**src/rtl/cpu_run_ctrl.sv**
```systemverilog
// cpu_run_ctrl: board-side run/step controller feeding the clock divider.
// Conditions the reset button, step button and run switch, then drives the
// divider reset and a CPU clock enable (free-run or one period per step).

// Per-input conditioner: 2-flop synchronizer followed by a stability debouncer.
module cpu_run_ctrl_db #(
  parameter int DEBOUNCE_CYCLES = 1000000
) (
  input  logic I_CLK,
  input  logic rst_n,
  input  logic raw,
  output logic db
);
  localparam int CW = $clog2(DEBOUNCE_CYCLES + 1);

  logic [1:0]    sync;
  logic [CW-1:0] cnt;

  // sync[1] is the metastability-safe copy; db flips only after a full run of disagreement
  always_ff @(posedge I_CLK) begin
    if (!rst_n) begin
      sync <= '0;
      cnt  <= '0;
      db   <= 1'b0;
    end else begin
      sync <= {sync[0], raw};
      if (sync[1] != db) begin
        if (cnt == CW'(DEBOUNCE_CYCLES - 1)) begin
          db  <= sync[1];
          cnt <= '0;
        end else begin
          cnt <= cnt + CW'(1);
        end
      end else begin
        cnt <= '0;
      end
    end
  end
endmodule

module cpu_run_ctrl #(
  parameter int DEBOUNCE_CYCLES   = 1000000,
  parameter int RST_HOLD_CYCLES   = 16,
  parameter int STEP_PULSE_CYCLES = 10
) (
  input  logic        I_CLK,
  input  logic        rst_n,
  input  logic        btn_rst,
  input  logic        btn_step,
  input  logic        sw_run,
  output logic        O_DIV_RST,
  output logic        O_CPU_EN,
  output logic        O_MODE,
  output logic [15:0] O_STEP_CNT
);
  // Conditioned input lanes: 0 = reset button, 1 = step button, 2 = run switch
  localparam int NUM_IN = 3;
  localparam int HW     = $clog2(RST_HOLD_CYCLES + 1);
  localparam int PW     = $clog2(STEP_PULSE_CYCLES + 1);

  typedef enum logic [1:0] {S_RESET, S_RUN, S_IDLE, S_STEP} state_t;

  logic [NUM_IN-1:0] raw, db;
  logic [1:0]        db_q, rise;

  state_t        state, state_nxt;
  logic [HW-1:0] hold, hold_nxt;
  logic [PW-1:0] pulse, pulse_nxt;
  logic [15:0]   step_cnt, step_cnt_nxt;

  assign raw = {sw_run, btn_step, btn_rst};

  for (genvar i = 0; i < NUM_IN; i++) begin : g_db
    cpu_run_ctrl_db #(.DEBOUNCE_CYCLES(DEBOUNCE_CYCLES)) u_db (
      .I_CLK (I_CLK),
      .rst_n (rst_n),
      .raw   (raw[i]),
      .db    (db[i])
    );
  end

  // Registered one-cycle rising-edge pulses for the two buttons
  always_ff @(posedge I_CLK) begin
    if (!rst_n) begin
      db_q <= '0;
      rise <= '0;
    end else begin
      db_q <= db[1:0];
      rise <= db[1:0] & ~db_q;
    end
  end

  // Next-state logic; a reset-button edge overrides everything, including a same-cycle step
  always_comb begin
    state_nxt    = state;
    hold_nxt     = hold;
    pulse_nxt    = pulse;
    step_cnt_nxt = step_cnt;
    if (rise[0]) begin
      state_nxt    = S_RESET;
      hold_nxt     = '0;
      step_cnt_nxt = '0;
    end else begin
      case (state)
        S_RESET: begin
          if (hold >= HW'(RST_HOLD_CYCLES) && !db[0])
            state_nxt = db[2] ? S_RUN : S_IDLE;
          else if (hold < HW'(RST_HOLD_CYCLES))
            hold_nxt = hold + HW'(1);
        end
        S_RUN: begin
          if (!db[2]) state_nxt = S_IDLE;
        end
        S_IDLE: begin
          if (rise[1]) begin
            state_nxt    = S_STEP;
            pulse_nxt    = PW'(STEP_PULSE_CYCLES - 1);
            step_cnt_nxt = step_cnt + 16'd1;
          end else if (db[2]) begin
            state_nxt = S_RUN;
          end
        end
        S_STEP: begin
          // step edges seen here are dropped; mode is only looked at once the pulse ends
          if (pulse == '0) state_nxt = db[2] ? S_RUN : S_IDLE;
          else             pulse_nxt = pulse - PW'(1);
        end
        default: state_nxt = S_RESET;
      endcase
    end
  end

  // State register; outputs are decoded from the next state so they are plain flops
  always_ff @(posedge I_CLK) begin
    if (!rst_n) begin
      state     <= S_RESET;
      hold      <= '0;
      pulse     <= '0;
      step_cnt  <= '0;
      O_DIV_RST <= 1'b1;
      O_CPU_EN  <= 1'b0;
    end else begin
      state     <= state_nxt;
      hold      <= hold_nxt;
      pulse     <= pulse_nxt;
      step_cnt  <= step_cnt_nxt;
      O_DIV_RST <= (state_nxt == S_RESET);
      O_CPU_EN  <= (state_nxt == S_RUN) || (state_nxt == S_STEP);
    end
  end

  assign O_MODE     = db[2];
  assign O_STEP_CNT = step_cnt;
endmodule

```
**config.mk**
```make
export PLATFORM = sky130hd
export DESIGN_NAME = cpu_run_ctrl
export DESIGN_NICKNAME = d
export VERILOG_FILES = /design/src/rtl/cpu_run_ctrl.sv
export SDC_FILE = /design/constraint.sdc
export NUM_CORES = 1
export LEC_CHECK = 0
export CAP_MARGIN = 40
export CORE_UTILIZATION = 64
export CTS_CLUSTER_SIZE = 16
export DETAILED_ROUTE_END_ITERATION = 6
export PLACE_DENSITY = 0.93
export SLEW_MARGIN = 15
export SYNTH_ARGS = -nofsm -noshare
export SYNTH_HDL_FRONTEND = slang
export SYNTH_SLANG_ARGS = --single-unit
```
**constraint.sdc**
```tcl
create_clock -name I_CLK -period 6.3 [get_ports I_CLK]
set_input_delay 1.89 -clock I_CLK [delete_from_list [all_inputs] [get_ports I_CLK]]
set_output_delay 1.89 -clock I_CLK [all_outputs]
set_load 0.01 [all_outputs]
```
==> results of run 1 <==
## worst paths after layout
path	start	end	slack, ns
worst max-delay path	rst_n	O_STEP_CNT[13]	2.71
worst min-delay path	db_q[0]	rise[0]	0.40
worst max register to register	g_db[2].u_db.cnt[0]	g_db[2].u_db.cnt[19]	4.08
worst min register to register	db_q[0]	rise[0]	0.40
## through the flow
stage	power (mW)	area, um2
2_1_floorplan	0.672	4410
3_3_place_gp	0.676	4690
3_5_place_dp	0.677	4690
4_1_cts	1.09	4890
5_1_grt	1.12	4900
6_report	1.09	4900
## metal layers
layer / vias to the layer above / share of wire, % / global-route usage, %
met5: - / 0 / 0
met4: 0 / 3.3 / 14.3
met3: 37 / 4.1 / 3.79
met2: 119 / 50 / 46.4
met1: 1741 / 43 / 31.5
li1: 1824 / - / -
## placed cells by master, fill, tap and decap left out, drive strengths merged, types with 2 or more instances in the layout
master,count
a31oi,3
nand2,32
nor3,13
or3,13
nor2b,2
mux2i,4
nand4bb,2
ha,6
or4,7
clkinv,2
o31ai,7
nand3,29
nor4b,5
xnor2,30
nor4,8
clkbuf,12
nand2b,2
nor2,79
dfxtp,101
inv,18
nor3b,4
and2,9
nand4,17
or2,4
and3,10
o21ai,15
a41o,3
o41ai,3
and4b,2
a21oi,23
clkdlybuf4s50,23
or4b,2
xor2,24
and4,3
## area by class of cell
cell class | instances | share of cell area [%]
clock buffer | 11 | 3.09
tap | 77 | 1.97
clock inverter | 5 | 1.15
inverter | 17 | 1.30
timing repair buffer | 25 | 4.96
sequential | 101 | 41.3
multi-input combinational | 370 | 46.3
## report_power, final
part           switching, mW  internal [mW]  total, mW
logic                 0.0110        0.00728     0.0183
registers            0.00329          0.642      0.645
clock network          0.220          0.206      0.426
total                  0.235          0.855       1.09
## worst max-delay path, stage by stage
cell	delay [ns]
clkdlybuf4s50_1	0.91
nand2b_1	0.63
nor2_1	0.29
a41o_1	0.19
## registers in the layout (all words and copies together), names as in the netlist
name and cells:
g_db.u_db.db 3, g_db.u_db.cnt 60, g_db.u_db.sync 6, db_q 2
rise 2, pulse 4, hold 5, O_CPU_EN 1
O_DIV_RST 1, O_STEP_CNT 16, state 1
## logic make-up after synthesis
family / Yosys count / synth area share (%)
AO/OA/AOI/OAI: 60 / 8.63
adder cells (fa/ha/maj): 6 / 1.70
AND/OR/NAND/NOR: 245 / 29.2
flip-flops: 101 / 45.9
XOR/XNOR: 54 / 10.7
multiplexers: 5 / 1.16
buffers and inverters: 31 / 2.72
## synth_stat cells (2+ instances only)
| master | count |
|---|---|
| dfxtp_1 | 101 |
| nor2_1 | 79 |
| nand2_1 | 32 |
| xnor2_1 | 30 |
| nand3_1 | 28 |
| xor2_1 | 24 |
| a21oi_1 | 23 |
| inv_1 | 17 |
| nand4_1 | 15 |
| o21ai_0 | 15 |
| nor3_1 | 13 |
| or3_1 | 11 |
| clkbuf_1 | 10 |
| and2_1 | 9 |
| and3_1 | 9 |
| nor4_1 | 8 |
| or4_1 | 7 |
| ha_1 | 6 |
| o31ai_1 | 6 |
| nor4b_1 | 5 |
| mux2i_1 | 4 |
| nor3b_1 | 4 |
| or2_2 | 4 |
| a31oi_1 | 3 |
| a41o_1 | 3 |
| and4_1 | 3 |
| buf_2 | 3 |
| o41ai_1 | 3 |
| and4b_1 | 2 |
| nand2b_1 | 2 |
| nand4_2 | 2 |
| nand4bb_1 | 2 |
| nor2b_1 | 2 |
| or3_2 | 2 |
==> results.md, run 1 <==
Logic synthesis:
- The part of the Yosys area used for sequential elements is roughly 46%.
- In this run the biggest area consumer among cell types represents 45.9% of the synthesized area.
- The number of nets handed over by synthesis was 513.
- Counting flops and latches in the post-synthesis netlist gives 101.
- Counting every instance in the synthesized netlist gives 502.
- Yosys attributes the largest share of cell area to dfxtp_1, nor2_1, xnor2_1.
- The average footprint of a synthesized cell is 8.78 um2.
- The library cell with the largest summed area after synthesis is dfxtp_1.
- After synthesis, the share of flip-flops with an asynchronous set or reset is 0%.
- Summing every instance area after synthesis gives 0.00441 mm2.
- For this run, the leading register cell type out of synthesis is dfxtp_1.
- The count of unique library cells instantiated by Yosys is between 40 and 50.
- The number of synthesized flops with an enable pin is 0.
- The count of warnings emitted by yosys is 0.

Finish:
- Relative to the synthesized area, the layout overhead comes to 11.1%.
- 0 antenna diodes ended up in the layout.
- Registers take 0.00202 mm2.
- The final layout contains between 500 and 600 nets.
- Leaving out filler cells and counting taps, the final layout contains 606.
- In the final layout, the multi-input gates occupy 0.00227 mm2.
- After filler insertion, the fill cell instance count of the layout stands at around 410.
- The fraction of layout instances using a drive strength above 1 is 6.05%.
- The final core utilization is 75.4%.

Critical path:
- Of all nets on the critical path, the largest fanout is 23.
- The endpoint required time on the critical path is 6.62 ns.
- The critical path launch point type is an input port.
- The number of cell instances on the worst register-to-register path is 5.
- The type of the worst setup path is input port to flip-flop.
- The data arrival at the endpoint of the critical path is between 3 and 4 ns.
- The sort of element at the end of the critical path is a flip-flop.

GRT:
- After global routing the overflow that remains totals 0.
- Global routing used 26.6% of the available tracks across all layers.
- The via count of the first global-routing pass came to 3544.
- Entering global routing, the biggest net connects 24 pins.
- The number of antenna violations at the first check in global routing was 0.
- The first-pass GRT wire length is about 16 mm.

Drt:
- Summing over every cut layer, the via total after detailed routing is 3721.
- In the final routed layout, each cell accounts on average for around 15 um.
- After the first detailed-routing iteration, the DRC count stood at 224.
- The total DRC errors in the routed layout is 0.
- For this block, the routed nets add up to 9.25 mm of wire.
- In this run the remaining antenna-violating nets after routing total 0.
- The length of the first detailed-routing pass in iterations is 4.
- The via-per-instance ratio is 6.14.

Hold path:
- The min-delay analysis places its worst path in the category flip-flop to flip-flop.
- The cell depth of the worst min-delay path is 1.

Timing:
- The shortest period the worst path allows is 3.59 ns.
- The final worst clock skew is 0.0127 ns.
- Setup repair after global routing left no endpoint under its margin.
- The max-slew headroom at the worst pin is 43.9%.
- The worst hold slack across all endpoints is 0.397 ns.
- The total count of hold-check failures in the final report is 0.
- The actual slew at the worst max-slew pin is 0.841 ns.
- The final critical path takes up 57.0% of the cycle.
- The number of failing setup endpoints in the final timing report is 0.
- Setup total negative slack on the finished layout was measured at 0 ns.
- The count of final max-slew check failures is 0.
- The worst-case setup margin in the final layout is 2.71 ns.
- The fmax is between 200 and 300 MHz.

Clock network:
- The quantity of hold-fixing buffers added after cts is 0.
- In this run the clock root is driven by a clkbuf_8.
- The number of gates resized after CTS is 0.
- Clock tree synthesis found a total of a little over 100 sinks.
- The H-tree was split into 3 levels.
- The total setup buffers inserted after CTS is 0.
- Counting along the longest clock path gives a buffer depth of 2.
- Clock-pin slew was measured on the worst setup and hold paths at 0.10 ns.
- TritonCTS built the clock tree.
- The clock latency on the worst-skew pair is 0.36 ns.
- The number of clock buffers inserted by TritonCTS is 9.

Flow run:
- The count of maximum capacitance violations is 0.

Power:
- The power per unit of standard cell area is around 220 mW/mm2.
- The leakage power is about 1.6 nW.
- The maximum vdd ir drop is between 0.0001 and 0.00015 V.

Place:
- The number of placed instances, taps included, is roughly 600.
- The minimum setup slack after placement is 2.42 ns.
- The sum of net half-perimeters after detailed placement is between 6 and 7 mm.
- In this run the tool buffered the top-level ports with 23 buffer cells.
- The placer's final routability congestion estimate is 0.813.

Floorplan:
- 24 I/O pins were placed.
- The die width is 85.0 um.
- The vertical die dimension is 85.0 um.
- Once the floorplan was initialized, standard cells occupied between 60 and 70% of the core.
- The floorplan step defined a die boundary enclosing a little over 0.007 mm2.
- The core footprint is 0.00649 mm2.
- The floorplan has 29 rows.

Outcome:
- The flow ran to the end, and the final reports show no timing, DRC or antenna violations.
(Power assumes the default switching activity.)
==> inputs of run 2 (changes only) <==
- CORE_UTILIZATION: 64 -> 59
- PLACE_DENSITY: 0.93 -> 0.88
- clock period: 6.3 -> 3.45 ns (I/O delays scaled with it)
==> run 2 against run 1 <==
Effect of this change: clock skew is 0.0026 ns lower; sequential power is 83% higher; the run now ends with design-rule violations left; die area rose by 8.3%; via count is 3.4% lower; utilization down 7.5 points; critical path depth decreased by 3; final cell count grew 3.5%.
==> results.md, run 2 (synthesized netlist as in run 1, its figures left out) <==
Clock network:
- At the later pin of the worst-skew pair, clock insertion delay measures 0.36 ns.
- The H-tree generated during clock tree synthesis spans 3 levels.
- After clock tree synthesis, the clock-pin slew on the worst setup and hold paths is 0.09 ns.
- The buffer cell driving the clock tree root is clkbuf_8.
- The number of buffers on the longest clock path is 2.
- The TritonCTS clock tree is built.
- In this run, post-CTS hold repair placed 0 buffers.
- The number of gates resized after CTS is 0.
- For this design, the sink count on the clock tree is 101.
- The number of clock buffers inserted by TritonCTS is 9.
- The total setup buffers inserted after CTS is 0.

Timing:
- Derived from the worst setup path, the maximum achievable clock frequency is 398 MHz.
- Setup violations remaining at the end of the flow were counted as 0.
- Clock skew on the completed layout was measured at 0.0101 ns.
- The routed design could run at a clock period as short as between 2 and 3 ns.
- Setup repair after global routing left no endpoint under its margin.
- Setup slack closes at about 0.94 ns.
- The share of the clock period used by the worst path after layout is 72.8%.
- The count of final max-slew check failures came to 0.
- The max-slew headroom at the worst pin is 42.6%.
- In the final timing run, aggregate negative setup slack is 0 ns.
- The total count of hold-check failures in the final report came to 0.
- For the pin with the worst max-slew slack, the measured transition is ~0.85 ns.

Outcome:
- The final reports fail on design-rule violations.
- The flow ran to the end, but the final reports show violations.

Finish:
- The layout-stage area growth over the synthesis result is 11.8%.
- Leaving out fill and tap cells, the most frequent cell in the layout is dfxtp_1.
- The fraction of layout instances using a drive strength above 1 is 5.49%.
- The top register by number of flip-flops is g_db.u_db.cnt.
- Leaving out fill and tap cells, the most frequent cells in the layout are dfxtp_1, nor2_1, nand2_1.
- Once layout is complete, the cells apart from fillers number 627.
- The final core utilization is 67.9%.
- At the end of the flow, the number of nets in the layout was 535.
- The final design area excluding fillers is 0.00493 mm2.
- The register with the most flip-flops in the layout has 60 of them.
- The number of diodes added for antenna fixing is 0.

Hold path:
- The worst hold path terminates at rise[1].
- The worst hold-check path type is flip-flop to flip-flop.
- Along the worst hold path, the cell count comes to 1.
- The worst hold path startpoint is db_q[1].

Place:
- The number of instances in the placed design is 612.
- The placer's final routability congestion estimate is ~0.85.
- During placement, the flow inserted port buffers numbering 23.
- Once placement finished, the instance area stood at 0.00472 mm2.
- The minimum setup slack after placement is between 0.6 and 0.7 ns.
- The sum of net half-perimeters after detailed placement is 5.93 mm.

Power:
- For this design the ratio of total power to cell area is 405 mW/mm2.
- The maximum vdd ir drop is 0.000230 V.
- The leakage power is 1.62 nW.

Floorplan:
- The total die area is approximately 0.008 mm2.
- In this run the count of I/O pins placed on the die edge is 24.
- Row generation in the floorplan step produced 31 rows.
- The core footprint is 0.00725 mm2.
- The vertical die dimension is a little under 90 um.
- The initial utilization of the core area, before any placement, comes to 60.8%.
- The die width is roughly 88 um.

Critical path:
- On the critical path, the stage with the largest delay is an instance of clkdlybuf4s50_1.
- The data arrival at the endpoint of the critical path is 1.48 ns.
- Measured in cells, the most critical reg-to-reg path has a length of 5.
- For flop-to-flop paths, the worst setup slack is between 1 and 1.5 ns.
- The highest fanout seen on the critical path is 9.
- The worst setup path is of the flip-flop to output pin kind.
- The critical path launch point type is a flip-flop.
- In this design, the stage delay of the slowest critical-path cell is 0.61 ns.
- The buffering stage count on the worst path with inverters included is 1.
- STA classifies the critical path endpoint as an output pin.
- The signal on the critical path passes through clkdlybuf4s50_1.
- The category of cells accounting for the largest share of critical-path delay is buffers and inverters.
- Data on the critical path is required at its endpoint by around 2.4 ns.
- The worst register-to-register path begins at g_db[2].u_db.cnt[0].
- The endpoint identified for the worst register-to-register timing path is g_db[2].u_db.cnt[5].

GRT:
- Entering global routing, the biggest net connects 24 pins.
- The via count of the first global-routing pass is 3268.
- The first-pass GRT wire length is 14.2 mm.
- The number of antenna violations at the first check in global routing is 0.
- The total track usage is about 23%.
- The aggregate global routing overflow is 0.

Drt:
- The length of the first detailed-routing pass in iterations is 7.
- After detailed routing, the met2 layer carries 4.31 mm of wire.
- Routed signal wires occupy layers up through met4.
- The routed wire length per instance is 13.6 um.
- After detailed routing, the wire length on met1 is 3.75 mm.
- The count of nets left with antenna violations once routing finished came out at 0.
- In this run, the number of DRC markers left after iteration 0 of detailed routing was ~130.
- The routed layout has 3594 vias.
- Detailed routing placed a total of 332 um of wire on met3.
- The via-per-instance ratio is 5.73.
- The total DRC errors in the routed layout is 2.
- The total length of routed wires is approximately 8.6 mm.

Flow run:
- Across the run, the number of max-cap violations was 0.
-- run 2: changes by cell type in the layout (fill, tap and decap cells not counted) --
cell,previous run,this run
clkinv_2,2,1
clkbuf_8,11,9
bufinv_16,1,2
clkinvlp_4,1,0
clkinv_4,0,1
clkbuf_2,1,0
buf_4,1,2
clkbuf_1,0,2
inv_6,1,0
-- run 2: power breakdown --
group          switching (mW)  internal [mW]  leakage [nW]
sequential            0.00538           1.17         0.815
clock                   0.378          0.405         0.103
combinational          0.0194         0.0138         0.705
-- run 2: how the worst max path moves through the flow --
| stage | depth (start not counted) | to | from |
|---|---|---|---|
| floorplan | 4 | g_db[1].u_db.cnt[10] | rst_n |
| global placement | 4 | hold[4] | rst_n |
| detailed placement | 4 | hold[4] | rst_n |
| CTS | 1 | O_CPU_EN | O_CPU_EN |
| global route | 1 | O_CPU_EN | O_CPU_EN |
| finish | 1 | O_CPU_EN | O_CPU_EN |
-- run 2: stage by stage --
step,hold WS (ns),power (mW)
after floorplan,0.368,1.23
after global placement,0.372,1.24
after detailed placement,0.385,1.24
after CTS,0.392,2.01
after global routing,0.416,2.06
final,0.387,1.99
-- run 2: cell type report --
class                      instances  area [um2]
clock buffer                      11         131
clock inverter                     4        73.8
fill                             576        2330
inverter                          17        63.8
multi-input combinational        370        2270
sequential                       101        2020
tap                               99         124
timing repair buffer              25         245
-- run 2: routing by layer --
layer	vias to the layer above	GRT usage (%)
met5	-	0
li1	1807	-
met2	81	40.3
met3	19	5.13
met1	1687	27.4
met4	0	9.24
